`src/rtl/uart_cmd_pkg.sv`:
```
// Shared character constants, FSM encoding and small helpers for the cat-control command decoder.
package uart_cmd_pkg;

  localparam logic [7:0] CH_UPPER_A    = 8'h41;
  localparam logic [7:0] CH_UPPER_F    = 8'h46;
  localparam logic [7:0] CH_UPPER_H    = 8'h48;
  localparam logic [7:0] CH_LOWER_A    = 8'h61;
  localparam logic [7:0] CH_LOWER_F    = 8'h66;
  localparam logic [7:0] CH_LOWER_H    = 8'h68;
  localparam logic [7:0] CH_DIGIT_0    = 8'h30;
  localparam logic [7:0] CH_DIGIT_9    = 8'h39;
  localparam logic [7:0] CH_CLEAR_ALL  = 8'h60;
  localparam logic [7:0] CH_HEX_PREFIX = 8'h23;
  localparam logic [7:0] CH_CR         = 8'h0D;
  localparam logic [7:0] CH_LF         = 8'h0A;
  localparam logic [7:0] CH_SPACE      = 8'h20;

  typedef enum logic [1:0] {
    ST_IDLE   = 2'd0,
    ST_HEX_HI = 2'd1,
    ST_HEX_LO = 2'd2,
    ST_APPLY  = 2'd3
  } state_e;

  // Error counter sticks at all-ones so a flood of garbage never wraps back to a clean-looking value
  function automatic logic [7:0] sat_inc8(input logic [7:0] v);
    if (v == 8'hFF) begin
      return 8'hFF;
    end else begin
      return v + 8'd1;
    end
  endfunction

endpackage

```
`src/rtl/hex_nibble_decode.sv`:
```
// Combinational ASCII hex-digit classifier: byte -> {is_hex, nibble}.
module hex_nibble_decode
  import uart_cmd_pkg::*;
(
  input  logic [7:0] byte_i,
  output logic       is_hex_o,
  output logic [3:0] nibble_o
);

  // Letters a-f/A-F share the same low nibble offset (1..6), so +9 maps them to 10..15
  always_comb begin
    is_hex_o = 1'b0;
    nibble_o = 4'h0;
    if ((byte_i >= CH_DIGIT_0) && (byte_i <= CH_DIGIT_9)) begin
      is_hex_o = 1'b1;
      nibble_o = byte_i[3:0];
    end else if (((byte_i >= CH_UPPER_A) && (byte_i <= CH_UPPER_F)) ||
                 ((byte_i >= CH_LOWER_A) && (byte_i <= CH_LOWER_F))) begin
      is_hex_o = 1'b1;
      nibble_o = byte_i[3:0] + 4'd9;
    end else begin
      is_hex_o = 1'b0;
      nibble_o = 4'h0;
    end
  end

endmodule

```
`src/rtl/uart_cat_cmd_decoder.sv`:
```
// Cat-control command parser fed from the UART RX FIFO; maintains the cat_status LED mask.
// Optional TX echo of every accepted byte is enabled with `define UART_CAT_CMD_ECHO_EN.
module uart_cat_cmd_decoder
  import uart_cmd_pkg::*;
#(
  parameter int unsigned CLK_FREQ   = 103_340_000,
  parameter int unsigned TIMEOUT_MS = 100,
  parameter logic [7:0]  RESET_MASK = 8'hFF
) (
  input  logic       clk_i,
  input  logic       reset_i,
  input  logic [7:0] rx_data_i,
  input  logic       rx_valid_i,
  output logic       rx_ready_o,
  output logic [7:0] cat_status_o,
  output logic       cmd_strobe_o,
  output logic [7:0] err_count_o,
`ifdef UART_CAT_CMD_ECHO_EN
  output logic [7:0] tx_data_o,
  output logic       tx_valid_o,
  input  logic       tx_ready_i,
`endif
  output logic       busy_o
);

  localparam int unsigned TIMEOUT_CYC = CLK_FREQ / 1000 * TIMEOUT_MS;
  localparam int          TW          = $clog2(TIMEOUT_CYC + 1);

  state_e          state_q, state_d;
  logic [7:0]      status_q, status_d;
  logic [7:0]      err_q, err_d;
  logic            strobe_q, strobe_d;
  logic            busy_q, busy_d;
  logic [3:0]      hi_q, hi_d;
  logic [3:0]      lo_q, lo_d;
  logic [TW-1:0]   cnt_q, cnt_d;

  logic            rx_ready_s;
  logic            accept_s;
  logic            is_hex_s;
  logic [3:0]      nibble_s;
  logic [2:0]      up_idx_s;
  logic [2:0]      lo_idx_s;

  hex_nibble_decode u_hex (
    .byte_i   (rx_data_i),
    .is_hex_o (is_hex_s),
    .nibble_o (nibble_s)
  );

`ifdef UART_CAT_CMD_ECHO_EN
  logic [7:0] tx_data_q;
  logic       tx_valid_q;

  // One-entry skid: a new byte may enter only if the slot is empty or drains this same cycle
  assign rx_ready_s = (state_q != ST_APPLY) && (!tx_valid_q || tx_ready_i);

  // Echo register load/drain
  always_ff @(posedge clk_i) begin
    if (reset_i) begin
      tx_valid_q <= 1'b0;
      tx_data_q  <= 8'h00;
    end else if (accept_s) begin
      tx_valid_q <= 1'b1;
      tx_data_q  <= rx_data_i;
    end else if (tx_ready_i) begin
      tx_valid_q <= 1'b0;
    end else begin
      tx_valid_q <= tx_valid_q;
    end
  end

  assign tx_data_o  = tx_data_q;
  assign tx_valid_o = tx_valid_q;
`else
  assign rx_ready_s = (state_q != ST_APPLY);
`endif

  assign accept_s = rx_valid_i && rx_ready_s;
  assign up_idx_s = 3'(rx_data_i - CH_UPPER_A);
  assign lo_idx_s = 3'(rx_data_i - CH_LOWER_A);

  // Parser next-state: command decode, hex assembly, inter-byte timeout and error counting
  always_comb begin
    state_d  = state_q;
    status_d = status_q;
    err_d    = err_q;
    strobe_d = 1'b0;
    hi_d     = hi_q;
    lo_d     = lo_q;
    cnt_d    = {TW{1'b0}};
    case (state_q)
      ST_IDLE: begin
        if (accept_s) begin
          if ((rx_data_i >= CH_UPPER_A) && (rx_data_i <= CH_UPPER_H)) begin
            status_d[up_idx_s] = 1'b0;
            strobe_d           = 1'b1;
          end else if ((rx_data_i >= CH_LOWER_A) && (rx_data_i <= CH_LOWER_H)) begin
            status_d[lo_idx_s] = 1'b1;
            strobe_d           = 1'b1;
          end else if (rx_data_i == CH_CLEAR_ALL) begin
            status_d = RESET_MASK;
            strobe_d = 1'b1;
          end else if (rx_data_i == CH_HEX_PREFIX) begin
            state_d = ST_HEX_HI;
          end else if ((rx_data_i == CH_CR) || (rx_data_i == CH_LF) || (rx_data_i == CH_SPACE)) begin
            state_d = ST_IDLE;
          end else begin
            err_d = sat_inc8(err_q);
          end
        end else begin
          state_d = ST_IDLE;
        end
      end
      ST_HEX_HI, ST_HEX_LO: begin
        if (accept_s) begin
          if (is_hex_s && (state_q == ST_HEX_HI)) begin
            hi_d    = nibble_s;
            state_d = ST_HEX_LO;
          end else if (is_hex_s) begin
            lo_d    = nibble_s;
            state_d = ST_APPLY;
          end else begin
            err_d   = sat_inc8(err_q);
            state_d = ST_IDLE;
          end
        end else if (cnt_q == TW'(TIMEOUT_CYC - 1)) begin
          err_d   = sat_inc8(err_q);
          state_d = ST_IDLE;
        end else begin
          cnt_d = cnt_q + TW'(1);
        end
      end
      ST_APPLY: begin
        status_d = {hi_q, lo_q};
        strobe_d = 1'b1;
        state_d  = ST_IDLE;
      end
      default: begin
        state_d = ST_IDLE;
      end
    endcase
    busy_d = (state_d == ST_HEX_HI) || (state_d == ST_HEX_LO);
  end

  // State and output registers; reset discards any partial command
  always_ff @(posedge clk_i) begin
    if (reset_i) begin
      state_q  <= ST_IDLE;
      status_q <= RESET_MASK;
      err_q    <= 8'h00;
      strobe_q <= 1'b0;
      busy_q   <= 1'b0;
      hi_q     <= 4'h0;
      lo_q     <= 4'h0;
      cnt_q    <= {TW{1'b0}};
    end else begin
      state_q  <= state_d;
      status_q <= status_d;
      err_q    <= err_d;
      strobe_q <= strobe_d;
      busy_q   <= busy_d;
      hi_q     <= hi_d;
      lo_q     <= lo_d;
      cnt_q    <= cnt_d;
    end
  end

  assign rx_ready_o   = rx_ready_s;
  assign cat_status_o = status_q;
  assign cmd_strobe_o = strobe_q;
  assign err_count_o  = err_q;
  assign busy_o       = busy_q;

endmodule
```
`config.mk`:
```
export PLATFORM = sky130hd
export DESIGN_NAME = uart_cat_cmd_decoder
export DESIGN_NICKNAME = d
export VERILOG_FILES = /design/src/rtl/uart_cmd_pkg.sv /design/src/rtl/hex_nibble_decode.sv /design/src/rtl/uart_cat_cmd_decoder.sv
export SDC_FILE = /design/constraint.sdc
export NUM_CORES = 1
export LEC_CHECK = 0
export CAP_MARGIN = 20
export CORE_AREA = 2 2 75 77
export CTS_CLUSTER_DIAMETER = 40
export DETAILED_ROUTE_END_ITERATION = 8
export DIE_AREA = 0 0 77 79
export GPL_ROUTABILITY_DRIVEN = 0
export PLACE_DENSITY_LB_ADDON = 0.15
export SLEW_MARGIN = 15
export SYNTH_ARGS = -nofsm -noshare
export SYNTH_HDL_FRONTEND = slang
export SYNTH_SLANG_ARGS = --single-unit
```
`constraint.sdc`:
```
create_clock -name clk_i -period 8.5 [get_ports clk_i]
set_input_delay 2.125 -clock clk_i [delete_from_list [all_inputs] [get_ports clk_i]]
set_output_delay 2.125 -clock clk_i [all_outputs]
set_load 0.01 [all_outputs]
```
==> reports/metrics.json <==
{
  "antenna-diode-count": 0,
  "worst_ep_arrival_ns": 5.01,
  "critical_path_slowest_stage_cell": "sky130_fd_sc_hd__clkdlybuf4s50_1",
  "criticalPathCategory": "input port to register",
  "flip_flop_cell_with_the_highest_count_after_synthesis": "sky130_fd_sc_hd__dfxtp_1",
  "overflow": 0,
  "1st_pass_router_iterations": 6,
  "p_leak_uw": 0.00121,
  "crit_path_max_incr_delay_ns": 0.64,
  "grt_usage": 0.228,
  "post_synth_instance_area_sq_mm": 0.00304,
  "worstSetupStartpoint": "rx_data_i[0]",
  "io_pins": 30,
  "wl_mm": 6.61,
  "cts_buffer_depth": 2,
  "placement_rows": 27,
  "netlist.top_cell.by_area": "sky130_fd_sc_hd__dfxtp_1",
  "met3_demand_to_capacity_share_in_global_routing": 0.0443,
  "end_kind": "register",
  "grt_setup_unrepaired": "false",
  "synth_edf_count": 0,
  "die_area_sq_mm": 0.00608,
  "cts_inserted_buffers": 5,
  "postLayoutSetupSlackWorst_ns": 3.69,
  "initial_utilization": 0.570,
  "finalHoldViolations": 0,
  "holdCritPathClass": "register to register",
  "cap_violations": 0,
  "netlist_instances": 364,
  "chipWidth_um": 77,
  "tns_ns": 0,
  "global_routing_met2_resource_utilization": 0.356,
  "placed_area_sq_mm": 0.00337,
  "synth_top_cells_by_count": "53 x sky130_fd_sc_hd__nor2_1, 52 x sky130_fd_sc_hd__dfxtp_1, 31 x sky130_fd_sc_hd__nand2_1",
  "synth-seq-area-share": 0.342,
  "yosysWarningCount": 0,
  "worstPathCellList": "clkdlybuf4s50_1 > inv_1 > ha_1 > o21bai_1 > a2111oi_4 > or2_4 > o32a_1 > nand2_1 > a311oi_1",
  "synth.distinct_cells": 66,
  "clk-insertion-delay-late_ns": 0.30,
  "worstPathMaxFanout": 13,
  "cts_resized": 0,
  "timing.critical_path.required_ns": 8.70,
  "chipHeight_um": 79,
  "synth.net_count": 385,
  "drive_gt1_frac": 0.0641,
  "io_buffer_count": 29,
  "achievable-frequency_mhz": 208,
  "place_ws_ns": 3.43,
  "gr-max-usage-layer": "met2",
  "clock-root-buffer": "sky130_fd_sc_hd__clkbuf_8",
  "ranking_of_synthesized_cells_by_area": "sky130_fd_sc_hd__dfxtp_1 34%, sky130_fd_sc_hd__nor2_1 6.5%, sky130_fd_sc_hd__ha_1 4.1%",
  "tritoncts": "yes",
  "first_global_vias": 2395,
  "cts_num_sinks": 52,
  "avgRoutedWirePerCell_um": 14.3,
  "final.setup_skew_ns": 0.00749,
  "setup_violations": 0,
  "synth_top_area_frac": 0.342,
  "post-synth-top-count-cell": "sky130_fd_sc_hd__nor2_1",
  "placeableCoreArea_sq_mm": 0.00534,
  "outcome": "finished, final reports clean",
  "ys_seq_elements": 52,
  "powerDensity_mw_per_mm2": 125,
  "areaGrowthSynthToFinish_pct": 14.2,
  "synth_async_sr_flop_share": 0,
  "pin_count_of_the_biggest_net_entering_global_routing": 29,
  "global_route.usage.met1": 0.324,
  "ff2ff_setup_slack_ns": 6.08,
  "hpwl_mm": 4.87,
  "finalCritPeriodShare": 0.565,
  "critPathBufInv": 2,
  "drtAntennaViolNets": 0,
  "relSlewSlack": 0.409,
  "startpoint_type": "input port",
  "finalMaxSlewViolations": 0,
  "post-route-drc-count": 0,
  "peakVddDrop_uv": 77.9,
  "nNetsFinal": 410,
  "cts_h_tree_depth": 2,
  "dr_total_vias": 2695,
  "postSynthAreaPerCell_sq_um": 8.36,
  "drtIter0Drc": 157,
  "fin_hold_ws_ns": 0.464,
  "ctsHoldBuffers": 0,
  "worstMarginPinSlew_ns": 0.880,
  "detail_route.vias_per_cell": 5.83,
  "critical_path.reg2reg.startpoint": "state_q[0]",
  "antenna_found_initial": 0,
  "min_period_ns": 4.81,
  "wire_length_of_the_first_global_routing_pass_mm": 11.4,
  "critPathTopFamily": "compound AO/OA/AOI/OAI gates",
  "layout.cell_area.non_filler_sq_mm": 0.00347,
  "hold_start": "hi_q[0]",
  "clk_pin_slew_ns": 0.10,
  "postCtsSetupRepairBufs": 0
}
## final timing paths
kind                                  endpoint  depth (start not counted)
worst min register to register         hi_q[0]                          2
worst max register to register  err_count_o[1]                          7
worst max-delay path            err_count_o[1]                          9
worst min-delay path                   hi_q[0]                          2
## logic make-up (layout without fill, tap and decap cells)
| kind of cell | after synthesis | count (layout) | synth area share |
|---|---|---|---|
| AO/OA/AOI/OAI | 80 | 80 | 0.209 |
| XOR/XNOR | 22 | 22 | 0.0633 |
| adder cells (fa/ha/maj) | 10 | 10 | 0.0411 |
| buffers and inverters | 30 | 56 | 0.0407 |
| flip-flops | 52 | 52 | 0.342 |
| multiplexers | 8 | 8 | 0.0263 |
| AND/OR/NAND/NOR | 162 | 162 | 0.278 |
## report_power, final
part	internal [uW]	leakage [uW]	total (uW)	switching (uW)
clock	65.2	0.0000510	147	81.7
sequential	245	0.000420	246	1.61
combinational	17.0	0.000741	41.6	24.6
## area by class of cell
class | count | area, sq um
Clock buffer | 6 | 82.6
Clock inverter | 2 | 10.0
Fill cell | 482 | 1860
Inverter | 17 | 63.8
Multi-Input combinational cell | 282 | 1880
Sequential cell | 52 | 1040
Tap cell | 72 | 90.1
Timing Repair Buffer | 31 | 309
## metrics by stage
stage	total power, uW	util	std cells
floorplan	279	-	364
global placement	292	0.632	453
detailed placement	293	0.632	453
CTS	437	0.649	461
global route	453	0.651	462
finish	435	0.651	462
## sequential cells by signal, indices dropped and copies added, names as in the netlist
| signal | count |
|---|---|
| hi_q | 4 |
| cnt_q | 24 |
| busy_o | 1 |
| state_q | 2 |
| err_count_o | 8 |
| lo_q | 4 |
| cat_status_o | 8 |
| cmd_strobe_o | 1 |
## routing by layer
metal  vias to the layer above  routed length (um)
met1                      1275                3320
met2                        52                2960
met3                         6                 245
met5                         -                   0
li1                       1362                   -
met4                         0                  74
## worst reg2reg max path, delay by kind of cell (launching register included)
kind                       cells  cell delay, ns
buffers and inverters          1            0.07
AOI/OAI and AO/OA              2            0.65
and+or+nand+nor                3            0.75
adders and majority gates      1            0.43
DFF                            1            0.42
## layout by cell type (no fill, tap or decap), types with 3 or more instances in the layout
cell type	netlist	final
sky130_fd_sc_hd__a31oi_1	4	4
sky130_fd_sc_hd__inv_1	16	16
sky130_fd_sc_hd__nand4_1	5	5
sky130_fd_sc_hd__a21oi_1	18	18
sky130_fd_sc_hd__a211oi_1	4	4
sky130_fd_sc_hd__and3_1	9	9
sky130_fd_sc_hd__clkdlybuf4s50_1	0	29
sky130_fd_sc_hd__a221o_1	8	8
sky130_fd_sc_hd__o21ai_0	13	13
sky130_fd_sc_hd__ha_1	10	10
sky130_fd_sc_hd__o31ai_1	5	5
sky130_fd_sc_hd__xnor2_1	9	9
sky130_fd_sc_hd__nor3_1	11	11
sky130_fd_sc_hd__xor2_1	13	13
sky130_fd_sc_hd__and2_1	4	4
sky130_fd_sc_hd__nand2_1	31	31
sky130_fd_sc_hd__mux2i_1	8	8
sky130_fd_sc_hd__nand3_1	14	14
sky130_fd_sc_hd__nor2b_1	5	5
sky130_fd_sc_hd__dfxtp_1	52	52
sky130_fd_sc_hd__nor2_1	53	53
sky130_fd_sc_hd__nand2b_1	3	3
sky130_fd_sc_hd__nor4b_1	5	5
sky130_fd_sc_hd__clkbuf_8	0	6
sky130_fd_sc_hd__and4_1	5	5
(Power assumes the default switching activity.)
